### config.mk
export PLATFORM = sky130hd
export DESIGN_NAME = jt12_mixn
export DESIGN_NICKNAME = d
export VERILOG_FILES = /design/src/rtl/jt12_mixn_pkg.sv /design/src/rtl/jt12_mixn_sat.sv /design/src/rtl/jt12_mixn.sv
export SDC_FILE = /design/constraint.sdc
export NUM_CORES = 1
export LEC_CHECK = 0
export ABC_AREA = 1
export BUFFER_PORTS_ARGS = -buffer_cell sky130_fd_sc_hd__buf_2
export CELL_PAD_IN_SITES_DETAIL_PLACEMENT = 0
export CELL_PAD_IN_SITES_GLOBAL_PLACEMENT = 1
export CORE_MARGIN = 2
export CORE_UTILIZATION = 45
export CTS_BUF_LIST = sky130_fd_sc_hd__clkbuf_16
export DETAILED_ROUTE_END_ITERATION = 16
export HOLD_SLACK_MARGIN = 0.05
export PLACE_DENSITY = 0.88
export SYNTH_ARGS = -nofsm -noshare
export SYNTH_HDL_FRONTEND = slang
export SYNTH_HIERARCHICAL = 1
export SYNTH_SLANG_ARGS = --single-unit
### constraint.sdc
create_clock -name clk -period 6.8 [get_ports clk]
set_clock_uncertainty 0.2 [all_clocks]
set_input_delay 0.34 -clock clk [delete_from_list [all_inputs] [get_ports clk]]
set_output_delay 0.34 -clock clk [all_outputs]
set_load 0.01 [all_outputs]
### src/rtl/jt12_mixn_pkg.sv
// jt12_mixn shared types and arithmetic helpers.
// Optional clip flags in the mixer are enabled by JT12_MIXN_CLIP_EN.
package jt12_mixn_pkg;

  typedef enum logic [1:0] {
    IDLE,
    ACC,
    SAT
  } state_t;

  function automatic int unity_f(input int gw);
    return 1 << (gw - 1);
  endfunction

  function automatic int aw_f(input int w, input int gw, input int ch);
    return w + gw + 1 + $clog2(ch);
  endfunction

  function automatic logic signed [63:0] sat_f(
    input logic signed [63:0] v,
    input int                 ow
  );
    logic signed [63:0] hi;
    logic signed [63:0] lo;
    hi = (64'sd1 <<< (ow - 1)) - 64'sd1;
    lo = -(64'sd1 <<< (ow - 1));
    if (v > hi) return hi;
    if (v < lo) return lo;
    return v;
  endfunction

endpackage

### src/rtl/jt12_mixn_sat.sv
// Gain-normalising shift and output saturation for one stereo side.
// Clip detection exists only when JT12_MIXN_CLIP_EN is defined.
module jt12_mixn_sat
  import jt12_mixn_pkg::*;
#(
  parameter int AW = 27,
  parameter int GW = 8,
  parameter int OW = 16
) (
  input  logic signed [AW-1:0] acc,
  output logic signed [OW-1:0] y
`ifdef JT12_MIXN_CLIP_EN
  ,
  output logic                 clip
`endif
);

  logic signed [AW-1:0] sh;
  logic signed [63:0]   ext;
  logic signed [63:0]   lim;

  // floor-shift out the unity gain scale, then clamp to output range
  always_comb begin
    sh  = acc >>> (GW - 1);
    ext = 64'(sh);
    lim = sat_f(ext, OW);
    y   = OW'(lim);
  end

`ifdef JT12_MIXN_CLIP_EN
  assign clip = (lim != ext);
`endif

endmodule

### src/rtl/jt12_mixn.sv
// N-channel stereo mixer: per-channel gain, shared MAC, saturated output.
// Define JT12_MIXN_CLIP_EN to add sticky clip_left/clip_right flags.
module jt12_mixn
  import jt12_mixn_pkg::*;
#(
  parameter int CH = 4,
  parameter int W  = 16,
  parameter int GW = 8,
  parameter int OW = 16
) (
  input  logic                    clk,
  input  logic                    rst,
  input  logic                    cen,
  input  logic [CH*W-1:0]         left_in,
  input  logic [CH*W-1:0]         right_in,
  input  logic                    sample_in,
  input  logic                    gain_wr,
  input  logic [$clog2(CH)-1:0]   gain_addr,
  input  logic [GW-1:0]           gain_din,
  input  logic                    ovr_clr,
  output logic signed [OW-1:0]    snd_left,
  output logic signed [OW-1:0]    snd_right,
  output logic                    snd_sample,
  output logic                    busy,
  output logic                    overrun
`ifdef JT12_MIXN_CLIP_EN
  ,
  output logic                    clip_left,
  output logic                    clip_right
`endif
);

  localparam int AW = aw_f(W, GW, CH);
  localparam int IW = $clog2(CH);
  localparam int PW = W + GW + 1;
  localparam logic [GW-1:0] UNITY = GW'(unity_f(GW));
  localparam logic [IW:0]   NCH   = (IW + 1)'(CH);
  localparam logic [IW-1:0] LAST  = IW'(CH - 1);

  state_t               st;
  logic [IW-1:0]        idx;
  logic signed [AW-1:0] acc_l;
  logic signed [AW-1:0] acc_r;
  logic [GW-1:0]        gain   [CH];
  logic [GW-1:0]        gain_s [CH];
  logic signed [W-1:0]  left_s [CH];
  logic signed [W-1:0]  right_s[CH];
  logic signed [PW-1:0] prod_l;
  logic signed [PW-1:0] prod_r;
  logic signed [OW-1:0] sat_l;
  logic signed [OW-1:0] sat_r;
`ifdef JT12_MIXN_CLIP_EN
  logic                 clp_l;
  logic                 clp_r;
`endif

  // one shared signed-by-unsigned product per side for the current channel
  always_comb begin
    prod_l = left_s[idx]  * $signed({1'b0, gain_s[idx]});
    prod_r = right_s[idx] * $signed({1'b0, gain_s[idx]});
  end

  jt12_mixn_sat #(.AW(AW), .GW(GW), .OW(OW)) u_sat_l (
    .acc  (acc_l),
    .y    (sat_l)
`ifdef JT12_MIXN_CLIP_EN
    ,
    .clip (clp_l)
`endif
  );

  jt12_mixn_sat #(.AW(AW), .GW(GW), .OW(OW)) u_sat_r (
    .acc  (acc_r),
    .y    (sat_r)
`ifdef JT12_MIXN_CLIP_EN
    ,
    .clip (clp_r)
`endif
  );

  // gain bank, overrun flag and the IDLE/ACC/SAT mix sequencer
  always_ff @(posedge clk) begin
    if (rst) begin
      st         <= IDLE;
      idx        <= '0;
      acc_l      <= '0;
      acc_r      <= '0;
      snd_left   <= '0;
      snd_right  <= '0;
      snd_sample <= 1'b0;
      busy       <= 1'b0;
      overrun    <= 1'b0;
      for (int k = 0; k < CH; k++) begin
        gain[k]    <= UNITY;
        gain_s[k]  <= UNITY;
        left_s[k]  <= '0;
        right_s[k] <= '0;
      end
`ifdef JT12_MIXN_CLIP_EN
      clip_left  <= 1'b0;
      clip_right <= 1'b0;
`endif
    end else begin
      snd_sample <= 1'b0;
      if (gain_wr && ({1'b0, gain_addr} < NCH))
        gain[gain_addr] <= gain_din;
      if (ovr_clr)
        overrun <= 1'b0;
      if (cen && sample_in && busy)
        overrun <= 1'b1;
`ifdef JT12_MIXN_CLIP_EN
      if (ovr_clr) begin
        clip_left  <= 1'b0;
        clip_right <= 1'b0;
      end
`endif
      if (cen) begin
        case (st)
          IDLE: begin
            if (sample_in) begin
              for (int k = 0; k < CH; k++) begin
                left_s[k]  <= left_in[k*W +: W];
                right_s[k] <= right_in[k*W +: W];
                gain_s[k]  <= gain[k];
              end
              acc_l <= '0;
              acc_r <= '0;
              idx   <= '0;
              busy  <= 1'b1;
              st    <= ACC;
            end
          end
          ACC: begin
            acc_l <= acc_l + AW'(prod_l);
            acc_r <= acc_r + AW'(prod_r);
            idx   <= idx + 1'b1;
            if (idx == LAST)
              st <= SAT;
          end
          SAT: begin
            snd_left   <= sat_l;
            snd_right  <= sat_r;
            snd_sample <= 1'b1;
            busy       <= 1'b0;
            st         <= IDLE;
`ifdef JT12_MIXN_CLIP_EN
            if (clp_l) clip_left  <= 1'b1;
            if (clp_r) clip_right <= 1'b1;
`endif
          end
          default: st <= IDLE;
        endcase
      end
    end
  end

endmodule

# Word-level counts from Yosys, hierarchy flattened
# Memories as Yosys holds them, arrays and structs flattened. A register that Yosys moved wholly into a read port is not among the register bits.
# Cells that the tools add are included.
# W data, S select, Z words.
word_totals:
  reg_bits: 93
  latch_bits: 0
  ramBits: 192
  rom_bits: 0
  in_bits: 144
  output_inout_bits: 35
  n_memories: 4
memory_table:
  columns: ["name", "depth", "width", "rd", "rd_clocked_by_memory_dff", "wr", "line_no", "rtl"]
  rows:
  - ["left_s", 4, 16, 1, 1, 4, "jt12_mixn.sv:46", "logic signed [W-1:0] left_s [CH];"]
  - ["right_s", 4, 16, 1, 1, 4, "jt12_mixn.sv:47", "logic signed [W-1:0] right_s[CH];"]
  - ["gain", 4, 8, 4, 0, 4, "jt12_mixn.sv:44", "logic [GW-1:0] gain [CH];"]
  - ["gain_s", 4, 8, 1, 1, 4, "jt12_mixn.sv:45", "logic [GW-1:0] gain_s [CH];"]
classes:
  add_sub_neg: 3
  mul: 2
  div: 0
  magnitude_cmp: 4
  eq_ne: 5
  shift: 0
  mux: 58
  bitwise_logic: 13
  reduce_logical: 12
ops:
  columns: ["operator", "n"]
  rows:
  - ["$mux W16", 16]
  - ["$pmux W27 S2", 2]
  - ["$add A27 B25 Y27", 2]
  - ["$mul A16 B9 Y25", 2]
  - ["$gt A20 B16 Y1 const B", 2]
  - ["$lt A20 B16 Y1 const B", 2]
  - ["$mux W8", 5]
  - ["$mux W27", 1]
  - ["$mux W1", 21]
  - ["$mux W2", 10]
  - ["$or A1 B1 Y1", 12]
  - ["$reduce_and A3 Y1", 3]
  - ["$pmux W2 S2", 2]
  - ["$reduce_or A8 Y1", 1]
  - ["$reduce_bool A2 Y1", 3]
  - ["$eq A2 B2 Y1 const B", 2]
  - ["$ne A2 B2 Y1 const B", 2]
  - ["$add A2 B1 Y2 const B", 1]
  - ["$eq A2 B1 Y1 const B", 1]
  - ["$logic_and A1 B1 Y1", 2]
  - ["$logic_not A2 Y1", 1]
  - ["$pmux W1 S2", 1]
  - ["$reduce_and A2 Y1", 1]
  - ["$reduce_or A2 Y1", 1]
  - ["$not A1 Y1", 1]

# Logic depth before layout (Yosys ltp)
# Gate-level depths: netlist (run 1).
logic_depth:
  ltp_word: 6
  ltp_mapped: 30

# Modules after synthesis
# The synthesis (run 1) kept the hierarchy.
by_module_without_submodules:
  columns: ["module", "n_inst", "cells_per_inst", "area_per_inst_um2"]
  rows:
  - ["jt12_mixn", 1, 2943, 23776.6]
  - ["jt12_mixn_sat", 2, 39, 178.9]

# Worst setup path after synthesis (run 1)
# No wires, ideal clock.
synth_timing:
  path_type: "reg-to-reg"
  startpoint: "register with a tool-made name"
  endpoint: "register acc_r[24]"
  setup_ps: 132
  t_arrival_ps: 5246
  required_ps: 6468
  setup_slack_ps: 1222
  stages_incl_launch_ff: 26
  path_buffers: 2
  period_less_slack_ps: 5578
  path_cell_list: "dfxtp_1 inv_2 buf_4 buf_2 a32oi_1 inv_1 nor2_1 inv_1 fa_1 fa_1 inv_1 fa_1 inv_1 fa_1 fa_1 inv_1 ha_1 nand2_1 nor2_1 nand2_1 nor3_1 nand2_1 nand3_1 nand2_1 nand3_1 a21oi_1"
synth_lines:
  columns: ["element", "line_no", "rtl"]
  rows:
  - ["end signal, assigned", "jt12_mixn.sv:135", "acc_r <= acc_r + AW'(prod_r);"]
  - ["end, declared", "jt12_mixn.sv:43", "logic signed [AW-1:0] acc_r;"]

==> impl_results.md, run 1 <==
* Synth top cells by count: inv_1 (714), nand2_1 (646), nor2_1 (490)
* Syn Nets at 3538
* Crit path required time at 7.01 ns
* Largest cells by area after synthesis: edfxtp_1 (24%), fa_1 (21%), inv_1 (11%)
* Clk pin slew, worst setup/hold paths at 0.06 ns
* Drt pass-1 iters at 5
* Setup TNS Final at 0 ns
* Area of the multi-input gates at 13290 µm²
* Crit-path max FO at 80
* Vias post-DR at 19740
* Leakage power at 14.60 nW
* Clock sink count at 287
* Die area at 55500 µm²
* Critical path type: reg -> reg
* Final Cell Area at 28280 µm²
* Fin crit share at 92.56%
* RSZ-0062 raised after global routing: no
* Routability cong. at 0.8938
* Min-delay src: rst
* Avg WL per Cell at 15.73 µm
* Area leader, netlist: edfxtp_1
* DP Cell Count at 3828
* Final hold violation count at 0
* Mapped Cells at 3021
* CTS buffer count at 34
* VDD IR max at 0.1874 mV
* FF-to-FF End: acc_l[24]
* Clock Latency Late Sink at 0.57 ns
* Initial core utilization at 45.74%
* Core area at 52760 µm²
* First-pass GRT wire length at 103.9 mm
* CTS tree: built
* Vias in the first global route at 19800
* Fin. max-slew vios at 0
* Register area at 7669 µm²
* Post-synth top area share at 23.89%
* I/O Buffers at 178
* Sequential share of the synthesized area at 31.77%
* Max Cap Viol at 0
* Total track usage at 23.34%
* Flops & latches, synth at 287
* Status: complete, no violations
* Dpl cell area at 25720 µm²
* Relative slew slack at 28.27%
* Most numerous cell in the Yosys netlist: inv_1
* Syn_area_per_cell at 7.989 µm²
* Worst setup SP type: register
* Top FF cell, synth: edfxtp_1
* Fin nets at 3837
* Worst EP arrival at 6.50 ns
* Core Rows at 84
* Post-CTS Repair Setup Buffers at 0
* Flop-to-flop setup slack at 0.51 ns
* CP endpoint kind: register
* Initial antenna violation count at 2
* Fill cells at 4837
* Yosys warns at 6
* Htree depth at 2
* Total grt overflow at 0
* Final Power at 7.625 mW
* Largest net degree at the start of global routing at 97
* Worst Hold Path Cells at 3
* Longest Clk Path Bufs at 3
* WL final at 63.35 mm
* P per Cell Area at 269.6 nW/µm²
* Hold Path End: gain[2][7]
* Die width at 235.6 µm
* Max Clock Freq at 0.1589 GHz
* Ant. Diodes at 0
* R2R cell count at 24
* Synth Cell Area at 24130 µm²
* Non-Filler Instances at 4028
* DP Worst Slack at 0.4689 ns
* Post-DP HPWL at 47.72 mm
* Die Height at 235.6 µm
* CTS root buf: clkbuf_16
* EDFF count, synth at 192
* Slew @ Worst Pin at 1.076 ns
* Area growth syn-to-layout at 17.18%
* DRC viols at 0
* Layout cell share with drive strength beyond 1 at 9.072%
* Min-Delay Path Class: in -> reg
* Final ANT Viol Nets at 0
* Async S/R FF share, synth at 0%
* Initial DRC count at 1503
* Yosys cell types at 38
* IO Count at 179
* Post-route worst setup slack at 0.5062 ns
* Setup-failing EPs final at 0
* Routed vias/inst at 4.901
* Period minus WS final at 6.294 ns
-- cell usage in the layout, fill, tap and decap left out, drive strengths merged --
cell           n
fa           254
nor4           2
o31ai          1
nor2         492
nand4         18
nor3           6
xnor2          2
o21ai         71
a21o           4
inv          732
buf          213
edfxtp       192
nand2        651
clkinvlp       2
nand3         81
dfxtp         95
xor2           8
nand3b         3
dlygate4sd3  144
a32oi         38
ha           119
clkinv        10
bufinv         4
or2            8
clkbuf        34
and2           2
a21oi        145
o22ai          3
o21bai         6
-- state kept, by name, summed over array words and instances (netlist names), named ones only --
signal      count
left_s         64
right_s        64
gain           32
gain_s         32
acc_l          27
acc_r          27
snd_left       16
snd_right      16
idx             2
st              2
busy            1
overrun         1
snd_sample      1
-- through the flow --
step / util, % / hold WS [ns]
2_1_floorplan: - / 0.2425
3_3_place_gp: 48.75 / 0.2540
3_5_place_dp: 48.75 / 0.2599
4_1_cts: 53.57 / 0.1039
5_1_grt: 53.60 / 0.1467
6_report: 53.60 / 0.1310
-- worst max-delay path, cell delays in order (launching register included) --
cell	delay [ns]
dfxtp_2	0.36
buf_12	0.31
nand2_1	0.10
a32oi_1	0.34
inv_1	0.18
nor2_1	0.21
inv_1	0.12
fa_1	0.64
fa_1	0.69
inv_1	0.09
fa_1	0.50
inv_1	0.05
fa_1	0.49
fa_1	0.50
inv_1	0.05
ha_1	0.37
nand2_1	0.12
nor2_1	0.19
nand3_1	0.14
nor2_1	0.11
nand2_1	0.10
nand3_1	0.10
nand2_1	0.05
nand3_1	0.08
a21oi_1	0.06
-- cell type report --
| type | instances | share of cell area, % |
|---|---|---|
| Clock buffer | 34 | 3.008 |
| Clock inverter | 22 | 0.8848 |
| Inverter | 726 | 9.649 |
| Multi-Input combinational cell | 1914 | 46.99 |
| Sequential cell | 287 | 27.12 |
| Tap cell | 688 | 3.044 |
| Timing Repair Buffer | 357 | 9.308 |
-- cells by family after synthesis --
| group | Yosys count | share of synthesized area [%] |
|---|---|---|
| AOI/OAI and AO/OA | 268 | 6.714 |
| xor gates and xnor gates | 10 | 0.3629 |
| adders and majority gates | 373 | 27.24 |
| buffers and inverters | 820 | 13.33 |
| DFF | 287 | 31.77 |
| and+or+nand+nor | 1263 | 20.59 |
-- power breakdown --
part / internal (mW) / total (mW) / switching (mW)
Clock: 1.07 / 1.83 / 0.758
Sequential: 1.98 / 2.04 / 0.0638
Combinational: 1.32 / 3.75 / 2.43
-- how the worst max path moves through the flow --
stage | endpoint | slack, ns | cells past startpoint
after CTS | acc_r[22] | 0.46 | 25
after detailed placement | acc_r[22] | 0.47 | 25
final | acc_l[24] | 0.51 | 24
after floorplan | acc_r[24] | 1.22 | 25
after global placement | acc_r[22] | 0.51 | 25
after global routing | acc_r[18] | 0.02 | 25
-- timing repair --
| item | in CTS | in global routing |
|---|---|---|
| resized for setup | 0 | 3 |
| hold endpoints to repair | 163 | 0 |
| endpoints found under the setup margin | 0 | 3 |
| hold buffers | 144 | 0 |
-- routing by layer --
layer  global-route usage, %  wire length, µm  up-vias
met4                   6.157             1537        0
li1                        -                -     9713
met3                   4.679             4603      100
met5                       0                0        -
met2                   36.74            27890      664
met1                   32.97            29330     9265
No activity file was read; power rests on OpenSTA's default activity.
==> run 2: changes to the inputs <==
BUFFER_PORTS_ARGS = -buffer_cell sky130_fd_sc_hd__clkbuf_2   (was -buffer_cell sky130_fd_sc_hd__buf_2)
==> run 2 against run 1 <==
Effect of this change: clock power is 2% lower; critical path type unchanged; combinational power hardly changed; fmax is 0.39% lower; flip-flop and latch count stayed put.
==> impl_results.md, run 2 (synthesized netlist as in run 1, its figures left out) <==
* CP endpoint kind: register
* Int Power at 4.338 mW (-0.87%)
* Initial core utilization at 45.74% (unchanged)
* Critical Path Sink: acc_l[24]
* DP Worst Slack at 0.5201 ns (+0.05119 ns)
* Routed vias/inst at 4.820 (-1.7%)
* Family with the most delay on the worst path: adder cells
* Leakage power at 14.57 nW (-0.21%)
* CP peak stage delay at 0.70 ns (about the same)
* First-pass GRT wire length at 102.0 mm (-1.9%)
* Worst Hold Path Cells at 2 (-1)
* Vias in the first global route at 19390 (-2.1%)
* Relative slew slack at 16.70% (-12 points)
* CP Depth at 24 (unchanged)
* FF-to-FF End: acc_l[24]
* Crit path required time at 6.99 ns (-0.02 ns)
* Clock Latency Late Sink at 0.56 ns (about the same)
* Fin crit share at 92.91% (+0.36 points)
* Longest Clk Path Bufs at 3 (unchanged)
* Largest net degree at the start of global routing at 96 (-1.0%)
* Core Rows at 84 (unchanged)
* Total track usage at 22.95% (-0.39 points)
* IO Count at 179 (unchanged)
* Final ANT Viol Nets at 0 (unchanged)
* Switching Fraction at 42.69% (+0.078 points)
* Area growth syn-to-layout at 16.88%
* Total grt overflow at 0 (unchanged)
* Max Cap Viol at 0 (unchanged)
* Worst EP arrival at 6.51 ns (about the same)
* CP Buf/Inv Count at 6 (unchanged)
* CTS buffer count at 34 (unchanged)
* I/O Buffers at 178 (unchanged)
* Die width at 235.6 µm (unchanged)
* Period minus WS final at 6.318 ns (+0.02431 ns)
* Status: complete, no violations
* Final hold violation count at 0 (unchanged)
* Drt pass-1 iters at 5 (unchanged)
* Critical path type: reg -> reg
* Clock network fraction of total power at 23.7% (-0.3 points)
* DRC viols at 0 (unchanged)
* Slew @ Worst Pin at 1.239 ns (+0.1630 ns)
* R2R cell count at 24 (unchanged)
* Largest regs: left_s: 64 flops, right_s: 64 flops
* Die Height at 235.6 µm (unchanged)
* Clock sink count at 287 (unchanged)
* Initial DRC count at 1570 (+4.5%)
* P per Cell Area at 268.3 nW/µm² (-0.48%)
* Fin nets at 3831 (-0.16%)
* Min-Delay Path Class: reg -> reg
* Clk pin slew, worst setup/hold paths at 0.06 ns (about the same)
* VDD IR max at 0.1617 mV (-14%)
* Max Clock Freq at 0.1583 GHz (-0.39%)
* Seq pwr share at 27.0% (+0.2 points)
* Commonest non-fill, non-tap cell in the layout: inv_1
* CP Cell Sequence: buf_16 > nand2_1 > a32oi_1 > inv_1 > nor2_1 > inv_1 > fa_1 > fa_1 > inv_1 > fa_1 > inv_1 > fa_1 > fa_1 > inv_1 > ha_1 > nand2_1 > nor2_1 > nand3_1 > nor2_1 > nand2_1 > nand3_1 > nand2_1 > nand3_1 > a21oi_1
* Logic pwr share at 49.4% (+0.2 points)
* Post-route worst setup slack at 0.4819 ns (-0.02431 ns)
* Initial antenna violation count at 1 (-1)
* Fin. max-slew vios at 0 (unchanged)
* Ant. Diodes at 0 (unchanged)
* Routability cong. at 0.9182 (+2.7%)
* Layout cell share with drive strength beyond 1 at 8.843% (-0.23 points)
* CTS root buf: clkbuf_16
* Htree depth at 2 (unchanged)
* Worst setup SP type: register
* Setup TNS Final at 0 ns (unchanged)
* Setup-failing EPs final at 0 (unchanged)
* Most frequent cells in the layout: inv_1 (720), nand2_1 (645), nor2_1 (490)
* NetSw at 3.231 mW (-0.56%)
* CTS tree: built
* Die area at 55500 µm² (unchanged)
* Core area at 52760 µm² (unchanged)
* CP max-delay cell: fa_1
* Flop-to-flop setup slack at 0.48 ns (-0.02 ns)
* RSZ-0062 raised after global routing: no
* WL final at 62.18 mm (-1.9%)
* Avg WL per Cell at 15.45 µm (-1.8%)
* Crit-path max FO at 80 (unchanged)
* Post-CTS Repair Setup Buffers at 0 (unchanged)
* Vias post-DR at 19400 (-1.8%)
* Post-DP HPWL at 47.27 mm (-0.94%)
[run 2: power groups by stage]
stage	logic [mW]	clock network (mW)	registers, mW
final	3.74	1.79	2.04
after global routing	4.35	1.89	2.05
after CTS	3.72	1.82	2.04
after detailed placement	3.64	0	2.08
after global placement	3.59	0	2.08
after floorplan	2.77	0	2.06
[run 2: per-layer routing]
metal	wire length, µm	up-vias	GRT usage, %
met5	0	-	0
met4	1507	0	6.447
met1	29140	9026	32.55
met2	27600	585	36.53
met3	3939	92	3.600
li1	-	9693	-
[run 2: what timing repair did]
| item | 4_1_cts | 5_1_grt |
|---|---|---|
| hold buffers | 144 | 0 |
| endpoints found under the setup margin | 0 | 1 |
| resized for setup | 0 | 1 |
| endpoints found under the hold margin | 163 | 0 |
[run 2: worst min path at each step]
| stage | slack (ns) | from | endpoint |
|---|---|---|---|
| 6_report | 0.27 | acc_r[6] | acc_r[6] |
| 2_1_floorplan | 0.24 | idx[0] | register |
| 3_3_place_gp | 0.25 | acc_l[0] | acc_l[0] |
| 4_1_cts | 0.27 | acc_r[5] | acc_r[5] |
| 3_5_place_dp | 0.26 | acc_r[5] | acc_r[5] |
| 5_1_grt | 0.29 | acc_r[14] | acc_r[14] |
[run 2: cell type report]
type                    instances  area, µm²
inverters                     726       2729
flip-flops and latches        287       7669
clock buffers                  34      850.8
clock inverters                24      231.5
repair buffers                351       2595
multi-input cells            1914      13270
fillers                      4846      24550
well taps                     688      860.8
[run 2: through the flow]
| step | hold WS [ns] | utilization, % | area [µm²] | std cells | total power [mW] |
|---|---|---|---|---|---|
| floorplan | 0.2425 | - | 24130 | 3021 | 4.825 |
| global placement | 0.2541 | 48.66 | 25680 | 3822 | 5.665 |
| detailed placement | 0.2611 | 48.66 | 25680 | 3822 | 5.714 |
| CTS | 0.2697 | 53.45 | 28200 | 4024 | 7.591 |
| global route | 0.2948 | 53.46 | 28210 | 4024 | 8.296 |
| finish | 0.2692 | 53.46 | 28210 | 4024 | 7.569 |
[run 2: worst reg2reg max path: cells and delay by family (launching register included)]
family          cells  cell delay (ns)
flops               1             0.37
fa+ha+maj           6             3.20
compound gates      2             0.40
simple gates       10             1.18
buf+inv             6             0.80
